--- src/rtl/alp_seq_pkg.sv ---
// Shared types and constants for the ALP multi-cycle shift/multiply sequencer.
package alp_seq_pkg;

    typedef enum logic [1:0] {
        ST_IDLE = 2'd0,
        ST_CLR  = 2'd1,
        ST_STEP = 2'd2,
        ST_DONE = 2'd3
    } state_t;

    localparam logic [1:0] OP_SHL = 2'b00;
    localparam logic [1:0] OP_SHR = 2'b01;
    localparam logic [1:0] OP_SRA = 2'b10;
    localparam logic [1:0] OP_MUL = 2'b11;

    localparam logic [3:0] ALU_NOP  = 4'b0000;
    localparam logic [3:0] ALU_ADD  = 4'b0100;
    localparam logic [3:0] ALU_ZERO = 4'b1000;
    localparam logic [3:0] ALU_SHL  = 4'b1100;
    localparam logic [3:0] ALU_SHR  = 4'b1101;

    // Slice opcode issued during a STEP cycle for the latched command.
    function automatic logic [3:0] step_opcode(input logic [1:0] op);
        case (op)
            OP_SHL:  return ALU_SHL;
            OP_MUL:  return ALU_ADD;
            default: return ALU_SHR;
        endcase
    endfunction

endpackage

--- src/rtl/alp_seq_cnt.sv ---
// Loadable step down-counter; load values above STEPS_MAX are clamped.
module alp_seq_cnt
    import alp_seq_pkg::*;
#(
    parameter int STEPS_MAX = 32,
    parameter int CNT_W     = 6
) (
    input  logic             clk,
    input  logic             reset_h,
    input  logic             load,
    input  logic [CNT_W-1:0] load_val,
    input  logic             dec,
    output logic             last
);

    localparam logic [CNT_W-1:0] CLAMP = CNT_W'(STEPS_MAX);

    logic [CNT_W-1:0] value;

    always_ff @(posedge clk) begin
        if (reset_h) begin
            value <= '0;
        end else if (load) begin
            value <= (load_val > CLAMP) ? CLAMP : load_val;
        end else if (dec && value != '0) begin
            value <= value - CNT_W'(1);
        end
    end

    assign last = (value == CNT_W'(1));

endmodule

--- src/rtl/alp_seq.sv ---
// ALP ALU sequencer: owns the slice chain for one shift or multiply command,
// stepping it for N cycles and reporting completion and SHL overflow.
module alp_seq
    import alp_seq_pkg::*;
#(
    parameter int STEPS_MAX = 32,
    parameter int CNT_W     = 6
) (
    input  logic             clk,
    input  logic             reset_h,
    input  logic             start_h,
    input  logic [1:0]       op_h,
    input  logic [CNT_W-1:0] count_h,
    input  logic             abort_h,
    input  logic             mq_lsb_h,
    input  logic             sign_in_h,
    input  logic             v_in_h,
    output logic [3:0]       alu_h,
    output logic             pass_a_h,
    output logic             carry_in_h,
    output logic             shift_fill_h,
    output logic             q_shift_h,
    output logic             busy_h,
    output logic             done_h,
    output logic             ovf_h
);

    state_t           state, state_n;
    logic [1:0]       op_q;
    logic             ovf_q;
    logic             accept;
    logic             cnt_load;
    logic [CNT_W-1:0] cnt_val;
    logic             cnt_dec;
    logic             cnt_last;

    alp_seq_cnt #(
        .STEPS_MAX(STEPS_MAX),
        .CNT_W    (CNT_W)
    ) u_cnt (
        .clk     (clk),
        .reset_h (reset_h),
        .load    (cnt_load),
        .load_val(cnt_val),
        .dec     (cnt_dec),
        .last    (cnt_last)
    );

    always_comb begin
        state_n  = state;
        accept   = 1'b0;
        cnt_load = 1'b0;
        cnt_val  = count_h;
        cnt_dec  = 1'b0;
        case (state)
            ST_IDLE: begin
                if (start_h) begin
                    accept = 1'b1;
                    if (op_h == OP_MUL) begin
                        state_n = ST_CLR;
                    end else if (count_h != '0) begin
                        cnt_load = 1'b1;
                        state_n  = ST_STEP;
                    end else begin
                        state_n = ST_DONE;
                    end
                end
            end
            ST_CLR: begin
                cnt_load = 1'b1;
                cnt_val  = CNT_W'(STEPS_MAX);
                state_n  = ST_STEP;
            end
            ST_STEP: begin
                cnt_dec = 1'b1;
                if (cnt_last) state_n = ST_DONE;
            end
            ST_DONE: state_n = ST_IDLE;
            default: state_n = ST_IDLE;
        endcase
        // Cancel wins over any accept or advance in the same cycle.
        if (abort_h) begin
            state_n  = ST_IDLE;
            accept   = 1'b0;
            cnt_load = 1'b0;
            cnt_dec  = 1'b0;
        end
    end

    always_ff @(posedge clk) begin
        if (reset_h) begin
            state <= ST_IDLE;
            op_q  <= OP_SHL;
            ovf_q <= 1'b0;
        end else begin
            state <= state_n;
            if (accept) begin
                op_q  <= op_h;
                ovf_q <= 1'b0;
            end else if (state == ST_STEP && op_q == OP_SHL && !abort_h) begin
                ovf_q <= ovf_q | v_in_h;
            end
        end
    end

    always_comb begin
        alu_h        = ALU_NOP;
        pass_a_h     = 1'b0;
        carry_in_h   = 1'b0;
        shift_fill_h = 1'b0;
        q_shift_h    = 1'b0;
        busy_h       = 1'b0;
        done_h       = 1'b0;
        case (state)
            ST_CLR: begin
                alu_h  = ALU_ZERO;
                busy_h = 1'b1;
            end
            ST_STEP: begin
                alu_h        = step_opcode(op_q);
                busy_h       = 1'b1;
                pass_a_h     = (op_q == OP_MUL) & ~mq_lsb_h;
                q_shift_h    = (op_q == OP_MUL);
                shift_fill_h = (op_q == OP_SRA) & sign_in_h;
            end
            ST_DONE: done_h = 1'b1;
            default: ;
        endcase
    end

    assign ovf_h = ovf_q;

endmodule

--- config.mk ---
export PLATFORM = sky130hd
export DESIGN_NAME = alp_seq
export DESIGN_NICKNAME = d
export VERILOG_FILES = /design/src/rtl/alp_seq_pkg.sv /design/src/rtl/alp_seq_cnt.sv /design/src/rtl/alp_seq.sv
export SDC_FILE = /design/constraint.sdc
export NUM_CORES = 1
export LEC_CHECK = 0
export CAP_MARGIN = 20
export CORE_MARGIN = 2
export CORE_UTILIZATION = 47
export CTS_CLUSTER_SIZE = 28
export DETAILED_ROUTE_END_ITERATION = 8
export GPL_TIMING_DRIVEN = 0
export PLACE_DENSITY = 0.79
export SKIP_LAST_GASP = 1
export SLEW_MARGIN = 20
export SYNTH_ARGS = -nofsm -noshare
export SYNTH_HDL_FRONTEND = slang
export SYNTH_SLANG_ARGS = --single-unit
--- constraint.sdc ---
create_clock -name clk -period 2 [get_ports clk]
set_input_delay 0.5 -clock clk [delete_from_list [all_inputs] [get_ports clk]]
set_output_delay 0.5 -clock clk [all_outputs]
set_load 0.02 [all_outputs]
==> results.toml <==
[grt]
grt.met3_usage_pct = 2.78
met1_usage_pct = 25.4
grt_pass1_wl_mm = 3.63
busiest_layer = "met2"
grt_remaining_overflow = 0
grt_pass1_vias = 812
grt_usage_pct = 19.7
antenna_found_initial = 0
use_met2_pct = 33.1
grt_max_degree = 11

[power_and_ir_drop]
leakage_nw = 0.567
p_int_w = 0.000392
p_seq_share_pct = 42.5
ir_drop_mv = 0.254
clkPwrFrac_pct = 27.8
swShare_pct = 31.2
combPwrFrac_pct = 29.7
switching_power_w = 0.000178
pwr_density_cell_nw_per_um2 = 453

[setup_path]
rr_startpoint = "state[1]"
r2r_slack_ns = 0.13
cpMaxStageDelayCell = "dfxtp_4"
critPathKind = "register to primary output"
startpoint = "state[1]"
crit_fanout = 4
crit_path_end = "alu_h[0]"
cp-start-kind = "register"
end_kind = "primary output"
ff2ff_path_depth = 7
critical_path_arrival_ns = 1.55
crit_required_ns = 1.50
critical_path.cell_chain = "inv_1, ha_2, and3_1, dlygate4sd2_1"
r2r_end = "u_cnt.value[2]"
cpPeakStageDelay_ns = 0.38

[synth]
synthArstFlopShare_pct = 0
synth_area_per_cell_um2 = 8.61
ys.flop_type = "dfxtp_1"
synthesis.area_um2 = 930
yosysSeqAreaShare_pct = 23.7
ys_types = 42
synth_seq_cells = 11
synth_enable_flop_cells = 0
synthCells = 108
yosys_warnings = 0

[route]
drt_wl_total_mm = 2.10
viasPerCell = 5.33
dr.pass1.iters = 4
antenna_left = 0
route.detailed.drc = 0
vias = 868
wl_per_cell_um = 12.9
drtIter0Drc = 11

[cells_and_area]
drive_gt1_share_pct = 15.4
final_common_cell = "clkdlybuf4s50_1"
fillers = 171
num_antenna_cells = 0
postLayoutCellArea_um2 = 1260
layout.cells.non_filler = 163
seq_area_um2 = 225
layout_common_cells = "11 x clkdlybuf4s50_1, 9 x ha_1, 9 x dfxtp_1"
syn2layout_area_growth_pct = 35.1
nNetsFinal = 164
multi_input_area_um2 = 672

[clock_tree]
clock_sinks = 11
cts_tree = "done"
insertion_delay_ns = 0.28
cts_max_level = 1
clk_pin_slew_ns = 0.07
cts_setup_buffers = 0
cts_made_buffers = 3
ctsRootBufferMaster = "clkbuf_4"
clk_path_buf_depth = 2

[placed_design]
place_area_um2 = 1200
port_buffers = 23
dp.cells = 159
dpl.hpwl_mm = 1.64
gp_congestion = 0.795
dpl_worst_slack_ns = -0.332

[hold_path]
hp-class = "register to register"
whs_path_depth = 2

[die]
rows = 16
die_h_um = 48.5
initial_core_util_pct = 48.4
ioPinCount = 26
core_um2 = 1920
fp.dieW_um = 48.5
dieArea_um2 = 2350

[sta]
final-hold-violation-count = 0
setup_viol = 1
fin_worst_skew_ns = 0.00475
fin_hold_ws_ns = 0.507
finalCritPeriodShare_pct = 102
finalCriticalPeriod_ns = 2.05
fin_ws_ns = -0.0496
fmax_mhz = 488
rsz0062_at_grt = "true"
final-max-slew-violation-count = 0

[status]
outcome = "finished with violations"
violations = "setup timing"

[flow_run]
maxCapViolations = 0
sequential cells by signal, summed over array words and instances, names as in the netlist:
| register | flops |
|---|---|
| u_cnt.value | 6 |
| op_q | 2 |
| state | 2 |
| ovf_h | 1 |
worst min path at each step:
stage | startpoint | end | slack, ns
finish | state[0] | state[0] | 0.51
global route | state[0] | state[0] | 0.53
CTS | state[0] | state[0] | 0.50
detailed placement | u_cnt.value[1] | u_cnt.value[1] | 0.51
global placement | state[1] | state[1] | 0.50
floorplan | state[1] | state[1] | 0.48
cells in the mapped netlist (all sizes together) (2+ instances only):
cell / count / area [um^2]
a21oi: 6 / 30.0
nand3b: 2 / 27.5
xnor2: 2 / 17.5
nand3: 3 / 15.0
dfxtp: 11 / 220
or4b: 3 / 30.0
o211ai: 2 / 15.0
or3: 2 / 17.5
nand2b: 3 / 18.8
buf: 4 / 31.3
and3: 2 / 12.5
o21ai: 4 / 20.0
nor4: 2 / 18.8
o21a: 2 / 15.0
or2: 2 / 12.5
mux2i: 3 / 30.0
inv: 9 / 33.8
o31ai: 2 / 15.0
a31oi: 2 / 12.5
and2: 2 / 12.5
nor2: 7 / 26.3
or4: 2 / 15.0
nor2b: 4 / 25.0
ha: 12 / 150
nor3: 3 / 15.0
cell families (layout without fill, tap and decap cells):
group | count (synthesis) | in the layout | share of synthesized area [%]
AND/OR/NAND/NOR | 41 | 41 | 29.2
XOR/XNOR | 2 | 2 | 1.88
buffers and inverters | 13 | 40 | 7.00
AO/OA/AOI/OAI | 25 | 25 | 18.4
other | 1 | 2 | 0.403
adder cells (fa/ha/maj) | 12 | 12 | 16.2
flip-flops | 11 | 11 | 23.7
multiplexers | 3 | 3 | 3.23
layer usage:
metal / vias to the layer above / routed length [um]
met3: 4 / 36
met5: - / 0
met1: 412 / 960
met4: 0 / 34
met2: 10 / 1070
li1: 442 / -
power by group through the flow:
stage,Combinational [W],Clock [W],Sequential [W]
3_3_place_gp,0.000163,0,0.000246
5_1_grt,0.000186,0.000169,0.000244
4_1_cts,0.000167,0.000163,0.000242
6_report,0.000169,0.000159,0.000242
2_1_floorplan,0.000105,0,0.000244
3_5_place_dp,0.000166,0,0.000247
what timing repair did:
item / in CTS / in global routing
gates resized for setup: 15 / 10
hold buffers: 0 / 0
setup endpoints to repair: 9 / 10
pin swaps: 0 / 1
through the flow:
step                total power (W)  util, %  setup TNS, ns
floorplan                  0.000349        -              0
global placement           0.000409     62.3          -1.89
detailed placement         0.000413     62.3          -2.02
CTS                        0.000572     64.2         -0.247
global route               0.000599     65.4         -0.178
finish                     0.000570     65.4        -0.0496
critical path, delay by kind of cell (launching register included):
family                   cells  cell delay, ns
AND/OR/NAND/NOR              1            0.15
buffers and inverters        2            0.39
flip-flops                   1            0.38
adder cells (fa/ha/maj)      1            0.35
layout make-up:
cell class	count	share of cell area, %
multi-input cells	85	53.5
repair buffers	23	18.6
flip-flops and latches	11	17.9
inverters	9	2.69
well taps	27	2.69
plain buffers	4	2.49
clock buffers	4	2.09
No activity file was read; power rests on OpenSTA's default activity.
